### src/rtl/bounce_gen_if.sv
// Bus between a stimulus source and bounce_gen: transition request in, emulated switch level and status out.
// start is a level-sampled request with no ready: it is taken only on a clock where the block is idle, otherwise dropped.
interface bounce_gen_if;
    logic       start;
    logic       level_in;
    logic [3:0] num_bounces;
    logic       sw_out;
    logic       busy;
    logic       done;
    logic [1:0] state_dbg;

    modport master (
        output start, level_in, num_bounces,
        input  sw_out, busy, done, state_dbg
    );

    modport slave (
        input  start, level_in, num_bounces,
        output sw_out, busy, done, state_dbg
    );
endinterface

### src/rtl/bounce_gen.sv
// Mechanical switch emulator: on request, drives sw_out to a new level with pseudo-random bounce
// toggles, holds it stable for HOLD_CYCLES, then pulses done.
module bounce_gen #(
    parameter int unsigned BOUNCES_MAX = 8,
    parameter int unsigned GLITCH_W    = 8,
    parameter int unsigned HOLD_CYCLES = 1000,
    parameter logic [15:0] SEED        = 16'hACE1,
    parameter logic        RESET_LEVEL = 1'b0
) (
    input  logic         clk,
    input  logic         reset,
    bounce_gen_if.slave  bus
);
    localparam int unsigned HOLD_W    = $clog2(HOLD_CYCLES + 1);
    localparam int unsigned PH_W      = GLITCH_W + 1;
    localparam logic [15:0] LFSR_INIT = (SEED == 16'h0000) ? 16'h0001 : SEED;
    localparam logic [3:0]  K_MAX     = 4'(BOUNCES_MAX);
    localparam logic [HOLD_W-1:0] HOLD_LOAD = HOLD_W'(HOLD_CYCLES);

    typedef enum logic [1:0] {
        S_IDLE   = 2'd0,
        S_BOUNCE = 2'd1,
        S_HOLD   = 2'd2
    } state_t;

    state_t            state_q, state_d;
    logic              sw_q, sw_d;
    logic              busy_q, busy_d;
    logic              done_q, done_d;
    logic              target_q, target_d;
    logic [15:0]       lfsr_q, lfsr_d;
    logic [4:0]        remain_q, remain_d;
    logic [PH_W-1:0]   phase_q, phase_d;
    logic [HOLD_W-1:0] hold_q, hold_d;

    logic [PH_W-1:0]   phase_len;
    logic [3:0]        k_clip;

    always_ff @(posedge clk or posedge reset) begin
        if (reset) begin
            state_q  <= S_IDLE;
            sw_q     <= RESET_LEVEL;
            busy_q   <= 1'b0;
            done_q   <= 1'b0;
            target_q <= RESET_LEVEL;
            lfsr_q   <= LFSR_INIT;
            remain_q <= '0;
            phase_q  <= '0;
            hold_q   <= '0;
        end else begin
            state_q  <= state_d;
            sw_q     <= sw_d;
            busy_q   <= busy_d;
            done_q   <= done_d;
            target_q <= target_d;
            lfsr_q   <= lfsr_d;
            remain_q <= remain_d;
            phase_q  <= phase_d;
            hold_q   <= hold_d;
        end
    end

    // Extra width on the phase length keeps an all-ones LFSR slice from wrapping to zero.
    always_comb begin
        lfsr_d    = {1'b0, lfsr_q[15:1]} ^ ({16{lfsr_q[0]}} & 16'hB400);
        phase_len = {1'b0, lfsr_q[GLITCH_W-1:0]} + PH_W'(1);
        k_clip    = (bus.num_bounces > K_MAX) ? K_MAX : bus.num_bounces;
    end

    always_comb begin
        state_d  = state_q;
        sw_d     = sw_q;
        busy_d   = busy_q;
        done_d   = 1'b0;
        target_d = target_q;
        remain_d = remain_q;
        phase_d  = phase_q;
        hold_d   = hold_q;

        case (state_q)
            S_IDLE: begin
                if (bus.start) begin
                    if (bus.level_in != sw_q) begin
                        sw_d     = ~sw_q;
                        busy_d   = 1'b1;
                        target_d = bus.level_in;
                        if (k_clip == 4'd0) begin
                            state_d = S_HOLD;
                            hold_d  = HOLD_LOAD;
                        end else begin
                            state_d  = S_BOUNCE;
                            remain_d = {k_clip, 1'b0};
                            phase_d  = phase_len;
                        end
                    end else begin
                        done_d = 1'b1;
                    end
                end
            end

            S_BOUNCE: begin
                if (phase_q > PH_W'(1)) begin
                    phase_d = phase_q - PH_W'(1);
                end else if (remain_q <= 5'd1) begin
                    // Last bounce toggle lands on the latched target.
                    sw_d     = target_q;
                    remain_d = '0;
                    phase_d  = '0;
                    state_d  = S_HOLD;
                    hold_d   = HOLD_LOAD;
                end else begin
                    sw_d     = ~sw_q;
                    remain_d = remain_q - 5'd1;
                    phase_d  = phase_len;
                end
            end

            S_HOLD: begin
                if (hold_q > HOLD_W'(1)) begin
                    hold_d = hold_q - HOLD_W'(1);
                end else begin
                    hold_d  = '0;
                    state_d = S_IDLE;
                    busy_d  = 1'b0;
                    done_d  = 1'b1;
                end
            end

            default: begin
                state_d = S_IDLE;
                busy_d  = 1'b0;
            end
        endcase
    end

    assign bus.sw_out    = sw_q;
    assign bus.busy      = busy_q;
    assign bus.done      = done_q;
    assign bus.state_dbg = state_q;
endmodule
### src/flat_wrapper.sv
// flat-port wrapper written by rule: the top's interface ports become plain ports
module bounce_gen_flat 
#(
    parameter int unsigned BOUNCES_MAX = 8,
    parameter int unsigned GLITCH_W    = 8,
    parameter int unsigned HOLD_CYCLES = 1000,
    parameter logic [15:0] SEED        = 16'hACE1,
    parameter logic        RESET_LEVEL = 1'b0
)
  (clk, reset, bus_start, bus_level_in, bus_num_bounces, bus_sw_out, bus_busy, bus_done, bus_state_dbg);
  bounce_gen_if bus_i ();
  input  logic clk;
  input  logic reset;
  input wire logic [$bits(bus_i.start)-1:0] bus_start;
  input wire logic [$bits(bus_i.level_in)-1:0] bus_level_in;
  input wire logic [$bits(bus_i.num_bounces)-1:0] bus_num_bounces;
  output wire logic [$bits(bus_i.sw_out)-1:0] bus_sw_out;
  output wire logic [$bits(bus_i.busy)-1:0] bus_busy;
  output wire logic [$bits(bus_i.done)-1:0] bus_done;
  output wire logic [$bits(bus_i.state_dbg)-1:0] bus_state_dbg;
  assign bus_i.start = bus_start;
  assign bus_i.level_in = bus_level_in;
  assign bus_i.num_bounces = bus_num_bounces;
  assign bus_sw_out = bus_i.sw_out;
  assign bus_busy = bus_i.busy;
  assign bus_done = bus_i.done;
  assign bus_state_dbg = bus_i.state_dbg;
  bounce_gen #(.BOUNCES_MAX(BOUNCES_MAX), .GLITCH_W(GLITCH_W), .HOLD_CYCLES(HOLD_CYCLES), .SEED(SEED), .RESET_LEVEL(RESET_LEVEL)) u_core (.clk(clk), .reset(reset), .bus(bus_i));
endmodule
### config.mk
export PLATFORM = sky130hd
export DESIGN_NAME = bounce_gen_flat
export DESIGN_NICKNAME = d
export VERILOG_FILES = /design/src/rtl/bounce_gen_if.sv /design/src/rtl/bounce_gen.sv /design/src/flat_wrapper.sv
export SDC_FILE = /design/constraint.sdc
export NUM_CORES = 1
export LEC_CHECK = 0
export CORE_MARGIN = 4
export CORE_UTILIZATION = 41
export CTS_CLUSTER_DIAMETER = 100
export DETAILED_ROUTE_END_ITERATION = 8
export PLACE_DENSITY = 0.69
export SYNTH_ARGS = -nofsm -noshare
export SYNTH_HDL_FRONTEND = slang
export SYNTH_SLANG_ARGS = --single-unit
### constraint.sdc
create_clock -name clk -period 2.4 [get_ports clk]
set_input_delay 0.72 -clock clk [delete_from_list [all_inputs] [get_ports clk]]
set_output_delay 0.72 -clock clk [all_outputs]
set_load 0.02 [all_outputs]
======== After elaboration in Yosys (flattened, before gate mapping) ========
Index checks and enable logic that the tools add are counted.
cells by class
  add/subtract/negate cells ............... 4
  $lt $le $gt $ge ......................... 4
  equal/unequal tests ..................... 10
  mux-type cells .......................... 40
  bitwise gates (word level) .............. 3
  reductions and logical operators ........ 11
operators by type and width
  operator               count
  $mux 10                6
  $mux 9                 5
  $pmux 10 s3            1
  $mux 5                 5
  $pmux 9 s2             1
  $xor 15x16->16         1
  $mux 2                 6
  $reduce_and 4->1       3
  $gt 10x1->1 const B    1
  $mux 1                 10
  $pmux 5 s2             1
  $reduce_and 5->1       2
  $sub 10x1->10 const B  1
  $add 8x1->9 const B    1
  $gt 9x1->1 const B     1
  $sub 9x1->9 const B    1
  $ne 2x2->1 const B     4
  $ne 2x1->1 const B     3
  $pmux 2 s3             1
  $reduce_and 6->1       1
  $le 5x1->1 const B     1
  $sub 5x1->5 const B    1
  $gt 4x4->1 const B     1
  $logic_not 4->1        1
  other kinds (11)       13
storage, ports and cells
  bits in registers ....................... 46
  bits of input ports ..................... 8
  output and inout port bits .............. 5

======== Logic depth before layout (Yosys ltp) ========
Gate-level depths: netlist of the first run.
  depth in word-level cells ............... 7
  mapped depth ............................ 9
  gate-level depth less buffers ........... 7

======== Worst setup path after synthesis of the first run ========
Ideal clock, no wire load.
  path kind ............................... input port to flip-flop
  start point ............................. input port bus_num_bounces[0]
  end point ............................... register u_core.remain_q[1]
  setup time .............................. 0.125 ns
  data arrival time ....................... 2.196 ns
  path slack .............................. 0.079 ns
  stages .................................. 4
  buffers on the path ..................... 0
  cells stage by stage .................... nor4_1 > nor4_1 > a21oi_1 > mux2_2
on the way
  longest elaborated chain between the ends .. 6
  elaborated cells between the ends (all ways) .. 9
  those cells by class .................... order compare (1); eq/ne (1); mux (5); reduce/logical (2)
ends and longest elaborated chain
  item                  line                RTL
  from (decl)           flat_wrapper.sv:16  input wire logic [$bits(bus_i.num_bounces)-1:0] bus_num_bounces;
  $gt 4x4->1            bounce_gen.sv:67    k_clip = (bus.num_bounces > K_MAX) ? K_MAX : bus.num_bounces;
  $mux 4 *              bounce_gen.sv:67
  $mux 5                bounce_gen.sv:87    if (k_clip == 4'd0) begin
  $mux 5                bounce_gen.sv:83    if (bus.level_in != sw_q) begin
  $mux 5                bounce_gen.sv:82    if (bus.start) begin
  $pmux 5 s2            bounce_gen.sv:80    case (state_q)
  to (signal assigned)  bounce_gen.sv:57    remain_q <= remain_d;
  to (decl)             bounce_gen.sv:32    logic [4:0] remain_q, remain_d;
Mark *: on every way between the ends. The rest lies on a longest branch, timed or not. The select of a mux whose other input is x is not followed.
A chain may end at the register's enable or synchronous reset.

======== Worst setup path in the final report of the first run ========
  start point ............................. register u_core.state_q[0], in the netlist u_core.bus.state_dbg[0]
  end point ............................... output port bus_state_dbg[0]
RTL lines
  item                    line                RTL
  from (decl)             bounce_gen.sv:26    state_t state_q, state_d;
  from (signal assigned)  bounce_gen.sv:51    state_q <= state_d;
  to (decl)               flat_wrapper.sv:20  output wire logic [$bits(bus_i.state_dbg)-1:0] bus_state_dbg;
No word-level cell between the ends.

==> flow_metrics.env, run 1 <==
export IMPL_vias_per_cell=5.56
export IMPL_place_inst=375
export IMPL_synth_top_family_by_area="compound AO/OA/AOI/OAI gates"
export IMPL_antenna_found_initial=0
export IMPL_wl_um=5670
export IMPL_setup_viol=0
export IMPL_fin_crit_ps=2320
export IMPL_hp_start="u_core.lfsr_q[8]"
export IMPL_async_flop_share=1.00
export IMPL_yosys_area_top_type="dfrtp_1"
export IMPL_worst_skew_pair_late_latency_ps=290
export IMPL_ys_flop_type="dfrtp_1"
export IMPL_status="finished clean"
export IMPL_ant_nets=0
export IMPL_yosysWarnings=0
export IMPL_critPathLaunchType="register"
export IMPL_slew_headroom=0.600
export IMPL_post_route_period_util=0.967
export IMPL_synth_avg_cell_area_um2=9.24
export IMPL_postSynthCellCount=273
export IMPL_stdcell_count=383
export IMPL_grt_pass1_wl_um=9720
export IMPL_fmaxAchievable_mhz=431
export IMPL_finalPower_mw=1.43
export IMPL_hp_class="register to register"
export IMPL_cap_violations=0
export IMPL_p_per_area_nw_per_um2=475
export IMPL_drive_gt1_frac=0.166
export IMPL_htreeDepth=2
export IMPL_drc=0
export IMPL_syn_cell_area_um2=2520
export IMPL_fp_dieH_um=86.4
export IMPL_fill_cells=583
export IMPL_clockRootBuffer="clkbuf_8"
export IMPL_synth_area_leaders="dfrtp_1 38%, dfstp_2 8.3%, nor2_1 4.2%, o21ai_0 3.8%, ha_1 3.5%"
export IMPL_gp_congestion=0.855
export IMPL_die_x_um=86.4
export IMPL_via_count=2131
export IMPL_hold_buffers=0
export IMPL_grt_pass1_vias=2090
export IMPL_ys_seq_elements=46
export IMPL_cts_sinks=46
export IMPL_cts_clk_slew_worst_paths_ps=90
export IMPL_synth_top_cell_area_share=0.377
export IMPL_fin_nets=322
export IMPL_grt_use_met2=0.252
export IMPL_grt_overflow_total=0
export IMPL_synth_edff_count=0
export IMPL_drt_iter0_markers=196
export IMPL_io_buffers=12
export IMPL_critPathArrivalTime_ps=1600
export IMPL_cts_resized=0
export IMPL_yosys_top_cells_count="38 x dfrtp_1, 28 x nor2_1, 22 x nand2_1, 19 x o21ai_0, 17 x a21oi_1"
export IMPL_ir_drop_mv=0.311
export IMPL_core_area_um2=5960
export IMPL_initial_core_util=0.424
export IMPL_cts_path_max_buffers=2
export IMPL_critPathSlowestCell="clkdlybuf4s50_1"
export IMPL_rsz0062_at_grt="false"
export IMPL_worst_slew_pin_slew_ps=594
export IMPL_final_setup_tns_ps=0
export IMPL_ys_types=52
export IMPL_grt_max_degree=28
export IMPL_grt_total_usage=0.161
export IMPL_synth_net_count=288
export IMPL_ioPinCount=13
export IMPL_synthSimpleGateAreaFrac=0.188
export IMPL_gr_usage_met1=0.225
export IMPL_drtPass1Iterations=4
export IMPL_die_area_um2=7470
export IMPL_crit_start="u_core.bus.state_dbg[0]"
export IMPL_synthMuxAreaShare=0.00446
export IMPL_gr_usage_met3=0.0352
export IMPL_drv_slew=0
export IMPL_synthAdderAreaFrac=0.0347
export IMPL_power_leakage_nw=1.32
export IMPL_area_growth_pct=19.0
export IMPL_slowest_delay_ps=690
export IMPL_cp_cell_sequence="clkdlybuf4s50_1"
export IMPL_critPathMaxFanout=12
export IMPL_num_rows=28
export IMPL_crit_buf_inv=1
export IMPL_r2r_start="u_core.phase_q[5]"
export IMPL_wire_per_inst_um=14.8
export IMPL_fin_worst_skew_ps=9.33
export IMPL_synth_compound_gate_area_share=0.228
export IMPL_crit_type="register to primary output"
export IMPL_crit_required_ps=1680
export IMPL_crit_family="buffers and inverters"
export IMPL_critPathCaptureType="primary output"
export IMPL_yosysMostFrequentCell="dfrtp_1"
export IMPL_cts_setup_buffers=0
export IMPL_synth_seq_area_share=0.460
export IMPL_hold_viol_final=0
export IMPL_n_antenna_cell=0
export IMPL_synth_xor_xnor_area_share=0.0417
export IMPL_busiest_layer="met2"
export IMPL_cts_tree="built"
export IMPL_hpwlAfterDp_um=4060
export IMPL_cts_buffers=5
[cell type report]
class                           count  area (um^2)  share of cell area
Inverter                           16         60.1              0.0200
Sequential cell                    46         1160               0.387
Tap cell                           75         93.8              0.0313
Clock buffer                        5         68.8              0.0229
Clock inverter                      3         40.0              0.0133
Multi-Input combinational cell    202         1250               0.417
Timing Repair Buffer               36          325               0.108
[stage by stage]
step	setup WS (ps)	hold WS [ps]	instance area [um^2]	util
final	79.2	358	3000	0.504
after global routing	0.798	372	3000	0.504
after CTS	75.6	361	3000	0.504
after detailed placement	-73.1	339	2890	0.486
after global placement	-18.3	337	2890	0.486
after floorplan	79.3	331	2520	-
[path summary, 6_finish.rpt]
check,end,slack (ps),cells past startpoint
worst max-delay path,bus_state_dbg[0],80,1
worst min-delay path,u_core.lfsr_q[7],360,0
worst max register to register,u_core.hold_q[9],100,6
worst min register to register,u_core.lfsr_q[7],360,0
max in group asynchronous,u_core.lfsr_q[15],1070,3
min in group asynchronous,u_core.phase_q[3],750,2
[per-layer routing]
layer	up-vias	share of wire
met1	1018	0.49
met4	0	0.0095
met2	47	0.46
met5	-	0
li1	1060	-
met3	6	0.040
[layout by cell type, fill, tap and decap left out, drive strengths merged, types with 2 or more instances in the layout]
cell type / netlist / final
xnor2: 3 / 3
clkdlybuf4s50: 0 / 12
o31a: 4 / 4
nor4: 5 / 5
nand2b: 2 / 2
dfstp: 8 / 8
a2bb2oi: 3 / 3
o21ai: 24 / 24
nor3b: 2 / 2
or3: 5 / 5
a31oi: 6 / 6
a21o: 3 / 3
o32a: 2 / 2
clkinv: 0 / 2
nor2: 28 / 28
nand3: 11 / 11
dfrtp: 38 / 38
o22ai: 4 / 4
nand2: 22 / 22
ha: 7 / 7
clkbuf: 7 / 5
a21oi: 19 / 19
xor2: 9 / 9
or4: 4 / 4
a22oi: 2 / 2
nor3: 11 / 11
nor2b: 3 / 3
buf: 2 / 24
inv: 16 / 16
o31ai: 4 / 4
[flip-flops by register name, summed over array words and instances, names as in the netlist]
| name | cells |
|---|---|
| u_core.hold_q | 10 |
| u_core.lfsr_q | 16 |
| u_core.bus.sw_out | 1 |
| u_core.phase_q | 9 |
| u_core.remain_q | 5 |
| u_core.target_q | 1 |
| u_core.bus.done | 1 |
| u_core.bus.state_dbg | 2 |
| u_core.bus.busy | 1 |
[power by group]
group          total [mW]  internal (mW)  switching (mW)
Combinational      0.0713         0.0312          0.0401
Clock               0.568          0.307           0.261
Sequential          0.787          0.781         0.00625
Total                1.43           1.12           0.308
[cells by family (layout without fill, tap and decap cells)]
logic type / after synthesis / in the layout
xor gates and xnor gates: 12 / 12
and+or+nand+nor: 98 / 98
AOI/OAI and AO/OA: 84 / 84
DFF: 46 / 46
buffers and inverters: 25 / 60
adders and majority gates: 7 / 7
muxes: 1 / 1
Power figures use the tool's default switching activity.
==> inputs of run 2 (changes only) <==
--- a/config.mk
+++ b/config.mk
@@ -7,6 +7,7 @@
 export LEC_CHECK = 0
 export CORE_MARGIN = 4
 export CORE_UTILIZATION = 41
+export CTS_BUF_LIST = sky130_fd_sc_hd__clkbuf_2 sky130_fd_sc_hd__clkbuf_4 sky130_fd_sc_hd__clkbuf_8
 export CTS_CLUSTER_DIAMETER = 100
 export DETAILED_ROUTE_END_ITERATION = 8
 export PLACE_DENSITY = 0.69
==> results of run 2 <==
No change in the layout: final DEF, timing and power equal those of run 1.
